### config.mk
export PLATFORM = sky130hd
export DESIGN_NAME = dcache_wb
export DESIGN_NICKNAME = d
export VERILOG_FILES = /design/src/rtl/dcache_wb.sv
export SDC_FILE = /design/constraint.sdc
export NUM_CORES = 1
export LEC_CHECK = 0
export CAP_MARGIN = 20
export CORE_UTILIZATION = 54
export CTS_CLUSTER_DIAMETER = 50
export DETAILED_ROUTE_END_ITERATION = 12
export PLACE_DENSITY = 0.81
export SYNTH_ARGS = -nofsm -noshare
export SYNTH_HDL_FRONTEND = slang
export SYNTH_SLANG_ARGS = --single-unit
### constraint.sdc
create_clock -name clk -period 9 [get_ports clk]
set_input_delay 1.8 -clock clk [delete_from_list [all_inputs] [get_ports clk]]
set_output_delay 1.8 -clock clk [all_outputs]
set_load 0.02 [all_outputs]
### src/rtl/dcache_wb.sv
// Direct-mapped, write-back, write-allocate data cache with an IDLE/WRITEBACK/FILL miss FSM.
// Define DCACHE_PERF_CNT_EN to build the hit/miss counters; otherwise both counters read 0.
module dcache_wb #(
    parameter int WORD_W         = 32,
    parameter int ADDR_W         = 32,
    parameter int NUM_LINES      = 4,
    parameter int WORDS_PER_LINE = 4
) (
    input  logic                             clk,
    input  logic                             rst,
    input  logic [ADDR_W-1:0]                A,
    input  logic                             ReadEnable,
    input  logic                             WriteEnable,
    input  logic [WORD_W-1:0]                WData,
    input  logic [WORD_W*WORDS_PER_LINE-1:0] MemLine,
    input  logic                             MemReady,
    output logic [WORD_W-1:0]                Value,
    output logic [ADDR_W-1:0]                AMem,
    output logic                             MemRead,
    output logic                             MemWrite,
    output logic [WORD_W*WORDS_PER_LINE-1:0] MemWLine,
    output logic                             CacheStall,
    output logic [31:0]                      HitCount,
    output logic [31:0]                      MissCount
);
    localparam int OFF_W = $clog2(WORDS_PER_LINE);
    localparam int IDX_W = $clog2(NUM_LINES);
    localparam int LOW_W = OFF_W + 2;
    localparam int TAG_W = ADDR_W - LOW_W - IDX_W;

    typedef enum logic [1:0] {IDLE, WRITEBACK, FILL} state_e;
    typedef logic [WORDS_PER_LINE-1:0][WORD_W-1:0] line_t;

    state_e               state_q, state_d;
    logic [NUM_LINES-1:0] valid_q, dirty_q;
    logic [TAG_W-1:0]     tag_q  [NUM_LINES];
    line_t                data_q [NUM_LINES];

    logic [OFF_W-1:0] a_off;
    logic [IDX_W-1:0] a_idx;
    logic [TAG_W-1:0] a_tag;
    logic             unused_byte_bits;
    logic             hit, rd_hit, wr_hit, miss, wb_done, fill_done;

    assign a_off            = A[LOW_W-1:2];
    assign a_idx            = A[LOW_W+IDX_W-1:LOW_W];
    assign a_tag            = A[ADDR_W-1:LOW_W+IDX_W];
    assign unused_byte_bits = &{1'b0, A[1:0]};

    assign hit       = valid_q[a_idx] && (tag_q[a_idx] == a_tag);
    assign wr_hit    = (state_q == IDLE) && WriteEnable && hit;
    assign rd_hit    = (state_q == IDLE) && ReadEnable && !WriteEnable && hit;
    assign miss      = (state_q == IDLE) && (ReadEnable || WriteEnable) && !hit;
    assign wb_done   = (state_q == WRITEBACK) && MemReady;
    assign fill_done = (state_q == FILL) && MemReady;

    // NOTE: every output and state_d gets a default before the case, so no path infers a latch.
    always_comb begin
        state_d    = state_q;
        Value      = '0;
        AMem       = '0;
        MemRead    = 1'b0;
        MemWrite   = 1'b0;
        MemWLine   = '0;
        CacheStall = 1'b0;
        case (state_q)
            IDLE: begin
                if (rd_hit) Value = data_q[a_idx][a_off];
                if (miss) begin
                    CacheStall = 1'b1;
                    state_d    = (valid_q[a_idx] && dirty_q[a_idx]) ? WRITEBACK : FILL;
                end
            end
            WRITEBACK: begin
                CacheStall = 1'b1;
                MemWrite   = 1'b1;
                AMem       = {tag_q[a_idx], a_idx, {LOW_W{1'b0}}};
                MemWLine   = data_q[a_idx];
                if (MemReady) state_d = FILL;
            end
            FILL: begin
                CacheStall = 1'b1;
                MemRead    = 1'b1;
                AMem       = {a_tag, a_idx, {LOW_W{1'b0}}};
                if (MemReady) state_d = IDLE;
            end
            default: state_d = IDLE;
        endcase
    end

    // NOTE: sequential state uses non-blocking assignments only, so every flop samples pre-edge values.
    always_ff @(posedge clk) begin
        if (rst) begin
            state_q <= IDLE;
            valid_q <= '0;
            dirty_q <= '0;
        end else begin
            state_q <= state_d;
            if (wr_hit)  dirty_q[a_idx] <= 1'b1;
            if (wb_done) dirty_q[a_idx] <= 1'b0;
            if (fill_done) begin
                valid_q[a_idx] <= 1'b1;
                dirty_q[a_idx] <= 1'b0;
            end
        end
    end

    // NOTE: tag/data arrays have no reset (valid_q qualifies them); writes are still blocked during rst
    // so an abandoned fill never lands in the array.
    always_ff @(posedge clk) begin
        if (!rst) begin
            if (wr_hit) data_q[a_idx][a_off] <= WData;
            if (fill_done) begin
                data_q[a_idx] <= MemLine;
                tag_q[a_idx]  <= a_tag;
            end
        end
    end

`ifdef DCACHE_PERF_CNT_EN
    logic [31:0] hit_cnt_q, miss_cnt_q;

    always_ff @(posedge clk) begin
        if (rst) begin
            hit_cnt_q  <= '0;
            miss_cnt_q <= '0;
        end else begin
            if (rd_hit || wr_hit) hit_cnt_q  <= hit_cnt_q + 32'd1;
            if (miss)             miss_cnt_q <= miss_cnt_q + 32'd1;
        end
    end

    assign HitCount  = hit_cnt_q;
    assign MissCount = miss_cnt_q;
`else
    assign HitCount  = '0;
    assign MissCount = '0;
`endif
endmodule

==> results.ini, run 1 <==
[drt]
wl_per_cell_um = 26.2
ant_nets = 0
wirelength_um = 73500
routed-via-count = 16814
avgViaCountPerCell = 6.00
firstDrtPassIters = 5
drcViolationCount = 0
drt_iter0_drc = 2138

[critical_path]
crit_chain = buf_6 -> buf_4 -> mux2i_1 -> a21oi_1 -> a2bb2oi_1 -> nor3_1 -> nand4_1 -> nor4_1 -> nand4b_1 -> buf_4 -> nor2b_1 -> clkdlybuf4s50_1
critPathKind = in2out
startpoint = A[5]
crit_path_end_kind = primary output
worstPathRequired_ns = 7.20
path_common_cell = buf_4
r2r_slack_ns = 4.93
startpoint_type = input port
cp.arrival_ns = 5.88
worstPathMaxFanout = 62
slowest_delay_ns = 0.82
critPathSlowestCell = buf_4
rr_startpoint = tag_q[3][20]

[clock_tree]
htreeDepth = 2
cts_setup_buffers = 0
cts_root_buf = clkbuf_16
clock_latency_ns = 0.63
clk_path_buf_depth = 3
cts_tree = built
cts_buffers = 61
cts.repair.resized = 0
cts.sinks = 626
cts.clk_slew.worst_paths_ns = 0.06
postCtsHoldBufs = 0

[sta]
period_share_pct = 85.3
clock_skew_ns = 0.0234
hold_violations = 0
fmax_ghz = 0.130
relSlewSlack_pct = 30.8
tightest_slew_ns = 1.04
fin_crit_ns = 7.68
rsz0062_at_grt = false
setup_tns_ns = 0
setup_viol = 0
drv_slew = 0

[synth]
synth_most_common_cell = edfxtp_1
yosysUniqueCellTypes = 57
ys_async_sr_fraction_pct = 0
syn_area_um2 = 27600
synthCells = 1692
synth-edff-count = 616
yosysTopAreaCell = edfxtp_1
synth_commonest_cells = edfxtp_1 (616), nand2_1 (331), mux4_2 (173)
yosys_warnings = 0
synth_top_cells_by_area = edfxtp_1 (67%), mux4_2 (14%), nand2_1 (4.5%), and2_1 (3.0%), buf_4 (1.9%)
ys_ff_latch = 626
postSynthAreaPerCell_um2 = 16.3
yosys.area.top_type_share_pct = 67.0
synth_seq_area_share_pct = 67.7
ys.flop_type = edfxtp_1

[power]
p_sw_uw = 1400
seqPwrFrac_pct = 51.1
combPwrFrac_pct = 8.6
pwr_density_cell_nw_per_um2 = 187
p_int_uw = 4990
leakage_uw = 0.0116
pwr-share-clk_pct = 40.3
p_sw_share_pct = 22.0
max-vdd-ir-drop_uv = 177

[final_layout]
areaGrowthSynthToFinish_pct = 23.6
layout-drive-gt1-share_pct = 16.2
nets = 2281
fin_cells = 2803
n_antenna_cell = 0

[place]
hpwl_um = 44900
dp.cells = 2688
portBuffers = 385
gp_congestion = 0.933

[status]
status = complete, no violations

[global_route]
grt_pass1_vias = 17035
antenna_found_initial = 2
grt_max_degree = 92
grt_pass1_wl_um = 108000
grt_usage_pct = 28.2
grt-ovfl-total = 0

[floorplanning]
die_y_um = 228
die_area_um2 = 52000
start_util_pct = 54.9
dieWidth_um = 228
core_area_um2 = 50300
rows = 82
ioPinCount = 456

[job]
drv_cap = 0

[hold_path]
hp-start = dirty_q[0]
hold_class = reg2reg

final timing paths:
path                         to  cells past startpoint
hold / removal       dirty_q[0]                      2
setup / recovery      Value[12]                     12
setup reg to reg  data_q[0][67]                      9
hold reg to reg      dirty_q[0]                      2
registers in the layout (all words and copies together) (netlist names):
signal / flops
dirty_q: 4
state_q: 2
data_q: 512
tag_q: 104
valid_q: 4
cells in the final DEF, fill, tap and decap left out, drive strengths merged, types with 20 or more instances in the layout:
cell type,netlist,layout
clkinv,1,23
mux4,176,176
conb,1,68
edfxtp,616,616
nor2b,60,60
mux2i,23,23
clkbuf,67,77
nand2,332,332
o41ai,20,20
buf,100,44
clkdlybuf4s50,0,381
and2,132,132
power by group through the flow:
stage	clock network, uW	registers (uW)	logic (uW)
after detailed placement	0	3330	537
after floorplan	0	3330	334
after CTS	2600	3270	543
final	2580	3270	548
after global routing	2720	3270	581
after global placement	0	3330	522
worst max-delay path, delay by kind of cell:
family	cells	cell delay (ns)
compound gates	2	0.35
buf+inv	4	2.27
mux	1	0.31
simple gates	5	1.03
area by class of cell:
cell class | instances | area (um2)
flip-flops and latches | 626 | 18700
fillers | 3205 | 16100
multi-input cells | 953 | 8330
repair buffers | 425 | 4170
clock buffers | 77 | 1610
well taps | 672 | 841
clock inverters | 37 | 429
inverters | 13 | 48.8
routing by layer:
layer / vias up / wire length [um] / track usage [%]
met3: 156 / 7140 / 6.89
met5: - / 22 / 0
met4: 4 / 2250 / 9.73
met1: 8456 / 27400 / 36.8
li1: 7103 / - / -
met2: 1095 / 36600 / 46.5
per-stage QoR:
| stage | util, % | total power, uW | cell area [um2] | hold slack (ns) | worst slack [ns] |
|---|---|---|---|---|---|
| after floorplan | - | 3660 | 27900 | 0.420 | 1.06 |
| after global placement | 63.8 | 3850 | 32100 | 0.433 | 1.37 |
| after detailed placement | 63.8 | 3870 | 32100 | 0.438 | 1.36 |
| after CTS | 67.8 | 6420 | 34100 | 0.460 | 1.31 |
| after global routing | 67.9 | 6570 | 34100 | 0.487 | 1.01 |
| final | 67.9 | 6390 | 34100 | 0.461 | 1.32 |
cell families after synthesis:
logic type | count (synthesis) | synth area share [%]
other cells | 1 | 0.0136
flops | 626 | 67.7
compound gates | 89 | 2.54
xor+xnor | 20 | 0.743
fa+ha+maj | 4 | 0.181
buf+inv | 180 | 3.53
simple gates | 570 | 9.93
mux | 202 | 15.4
Note: power is estimated with default switching activity, not from simulation.
==> inputs of run 2 (changes only) <==
--- a/config.mk
+++ b/config.mk
@@ -10,6 +10,8 @@
 export CTS_CLUSTER_DIAMETER = 50
 export DETAILED_ROUTE_END_ITERATION = 12
 export PLACE_DENSITY = 0.81
+export RECOVER_POWER = 50
+export REMOVE_ABC_BUFFERS = 1
 export SYNTH_ARGS = -nofsm -noshare
 export SYNTH_HDL_FRONTEND = slang
 export SYNTH_SLANG_ARGS = --single-unit
==> results.ini, run 2 (synthesis results as in run 1) <==
[floorplanning]
core_area_um2 = 50300  ; unchanged
rows = 82  ; unchanged
start_util_pct = 54.9  ; unchanged
ioPinCount = 456  ; unchanged
die_y_um = 228  ; unchanged
dieWidth_um = 228  ; unchanged
die_area_um2 = 52000  ; unchanged

[critical_path]
critPathKind = in2out
worstPathRequired_ns = 7.20  ; about the same
critPathSlowestCell = buf_4
startpoint_type = input port
cp.arrival_ns = 5.96  ; +0.08 ns
cp.depth = 11  ; -1
critical_path_buf_inv_count = 4  ; unchanged
slowest_delay_ns = 0.69  ; -0.13 ns
crit_chain = buf_6 -> buf_4 -> mux4_2 -> xor2_1 -> nor3_1 -> nand4_1 -> nor4_1 -> nand4b_1 -> buf_4 -> nor2b_1 -> clkdlybuf4s50_1
reg2regPathDepth = 8  ; -1
critPathTopFamily = buffers and inverters
worstPathMaxFanout = 78  ; +26%
startpoint = A[5]
path_common_cell = buf_4
r2r_slack_ns = 3.55  ; -1.38 ns
rr_startpoint = state_q[0]
r2r-end = tag_q[1][2]
crit_path_end_kind = primary output

[status]
status = complete, but fails checks
violations = max-capacitance violations, max-slew violations

[sta]
relSlewSlack_pct = -79.0  ; -110 points
setup_tns_ns = 0  ; unchanged
period_share_pct = 86.2  ; +0.95 points
setup_viol = 0  ; unchanged
clock_skew_ns = 0.0232  ; -0.000223 ns
final.setup.worst_slack_ns = 1.24  ; -0.0858 ns
fin_crit_ns = 7.76  ; +0.0858 ns
hold_violations = 0  ; unchanged
whs_ns = 0.472  ; +0.0117 ns
fmax_ghz = 0.129  ; -1.1%
drv_slew = 276  ; +276
rsz0062_at_grt = false
tightest_slew_ns = 2.68  ; +1.65 ns

[drt]
routed-via-count = 16548  ; -1.6%
firstDrtPassIters = 7  ; +2
drt_iter0_drc = 1760  ; -18%
wirelength_um = 71000  ; -3.3%
wl_per_cell_um = 25.3  ; -3.4%
drcViolationCount = 0  ; unchanged
ant_nets = 0  ; unchanged
avgViaCountPerCell = 5.90  ; -1.7%

[hold_path]
hp-start = valid_q[0]
hold_class = reg2reg
hold_end = valid_q[0]
whs_path_depth = 2  ; unchanged

[power]
leakage_uw = 0.0115  ; -0.70%
max-vdd-ir-drop_uv = 149  ; -16%
pwr_density_cell_nw_per_um2 = 182  ; -2.6%

[clock_tree]
cts_tree = built
cts.repair.resized = 0  ; unchanged
clk_path_buf_depth = 3  ; unchanged
clock_latency_ns = 0.62  ; about the same
htreeDepth = 2  ; unchanged
cts_root_buf = clkbuf_16
postCtsHoldBufs = 0  ; unchanged
cts.sinks = 626  ; unchanged
cts.clk_slew.worst_paths_ns = 0.06  ; about the same
cts_buffers = 59  ; -3.3%
cts_setup_buffers = 0  ; unchanged

[place]
dp_slack_ns = 1.31  ; -0.0447 ns
portBuffers = 385  ; unchanged
hpwl_um = 44600  ; -0.60%
dp.cells = 2697  ; +0.33%
gp_congestion = 0.900  ; -3.6%

[global_route]
grt.met1_usage_pct = 36.6  ; -0.18 points
grt_pass1_vias = 17003  ; -0.19%
use_met3_pct = 6.15  ; -0.74 points
grt_pass1_wl_um = 105000  ; -2.3%
antenna_found_initial = 3  ; +1
grt_usage_pct = 27.3  ; -0.89 points
grt_busiest_layer = met2
grt_max_degree = 102  ; +11%
grt-ovfl-total = 0  ; unchanged
grtUsageMet2_pct = 45.1  ; -1.4 points

[final_layout]
final_common_cell = edfxtp_1
nets = 2287  ; +0.26%
fin_cells = 2805  ; +0.071%
multi_input_area_um2 = 8330  ; unchanged
seqCellArea_um2 = 18700  ; unchanged
final_cell_mix = edfxtp_1 (616), clkdlybuf4s50_1 (354), nand2_1 (331)
largest_reg_flops = 512  ; unchanged
regMostFlops = data_q
fillers = 3282  ; +2.4%
layout-drive-gt1-share_pct = 15.9  ; -0.34 points
largestRegisters = data_q x512, tag_q x104
post-route-util_pct = 67.5  ; -0.34 points
areaGrowthSynthToFinish_pct = 23.0

[job]
drv_cap = 7  ; +7

## run 2: worst max-delay path by stage
stage / slack (ns) / to
after CTS: 1.33 / Value[29]
final: 1.24 / Value[5]
after global routing: 1.16 / Value[5]
after global placement: 1.40 / Value[29]
after floorplan: 0.75 / data_q[0][100]
after detailed placement: 1.31 / Value[17]
## run 2: power by group
| group | switching, uW | internal (uW) | total, uW | leakage (uW) |
|---|---|---|---|---|
| registers | 7.88 | 3260 | 3270 | 0.00564 |
| clock network | 1060 | 1330 | 2390 | 0.000886 |
| logic | 312 | 228 | 540 | 0.00496 |
## run 2: worst min-delay path, cell delays in order, from the launching register on
cell and delay (ns):
dfxtp_1 0.31, inv_1 0.04, o21ai_0 0.07
## run 2: final cells by class
type	instances	area share, %
antenna	1	0.00737
clock buffer	76	4.54
clock inverter	31	0.870
inverter	13	0.144
multi-input combinational	953	24.5
sequential	626	55.1
tap	672	2.48
timing repair buffer	433	12.4
## run 2: layer usage
| layer | share of wire [%] | wire length (um) |
|---|---|---|
| met1 | 38 | 27000 |
| met5 | 0.059 | 42 |
| met2 | 50 | 35500 |
| met3 | 9.7 | 6880 |
| met4 | 2.3 | 1640 |
## run 2: stage by stage
step           total power, uW  cell area [um2]
3_5_place_dp              3870            32100
3_3_place_gp              3850            32100
6_report                  6200            34000
2_1_floorplan             3600            26900
4_1_cts                   6220            34000
5_1_grt                   6360            34000
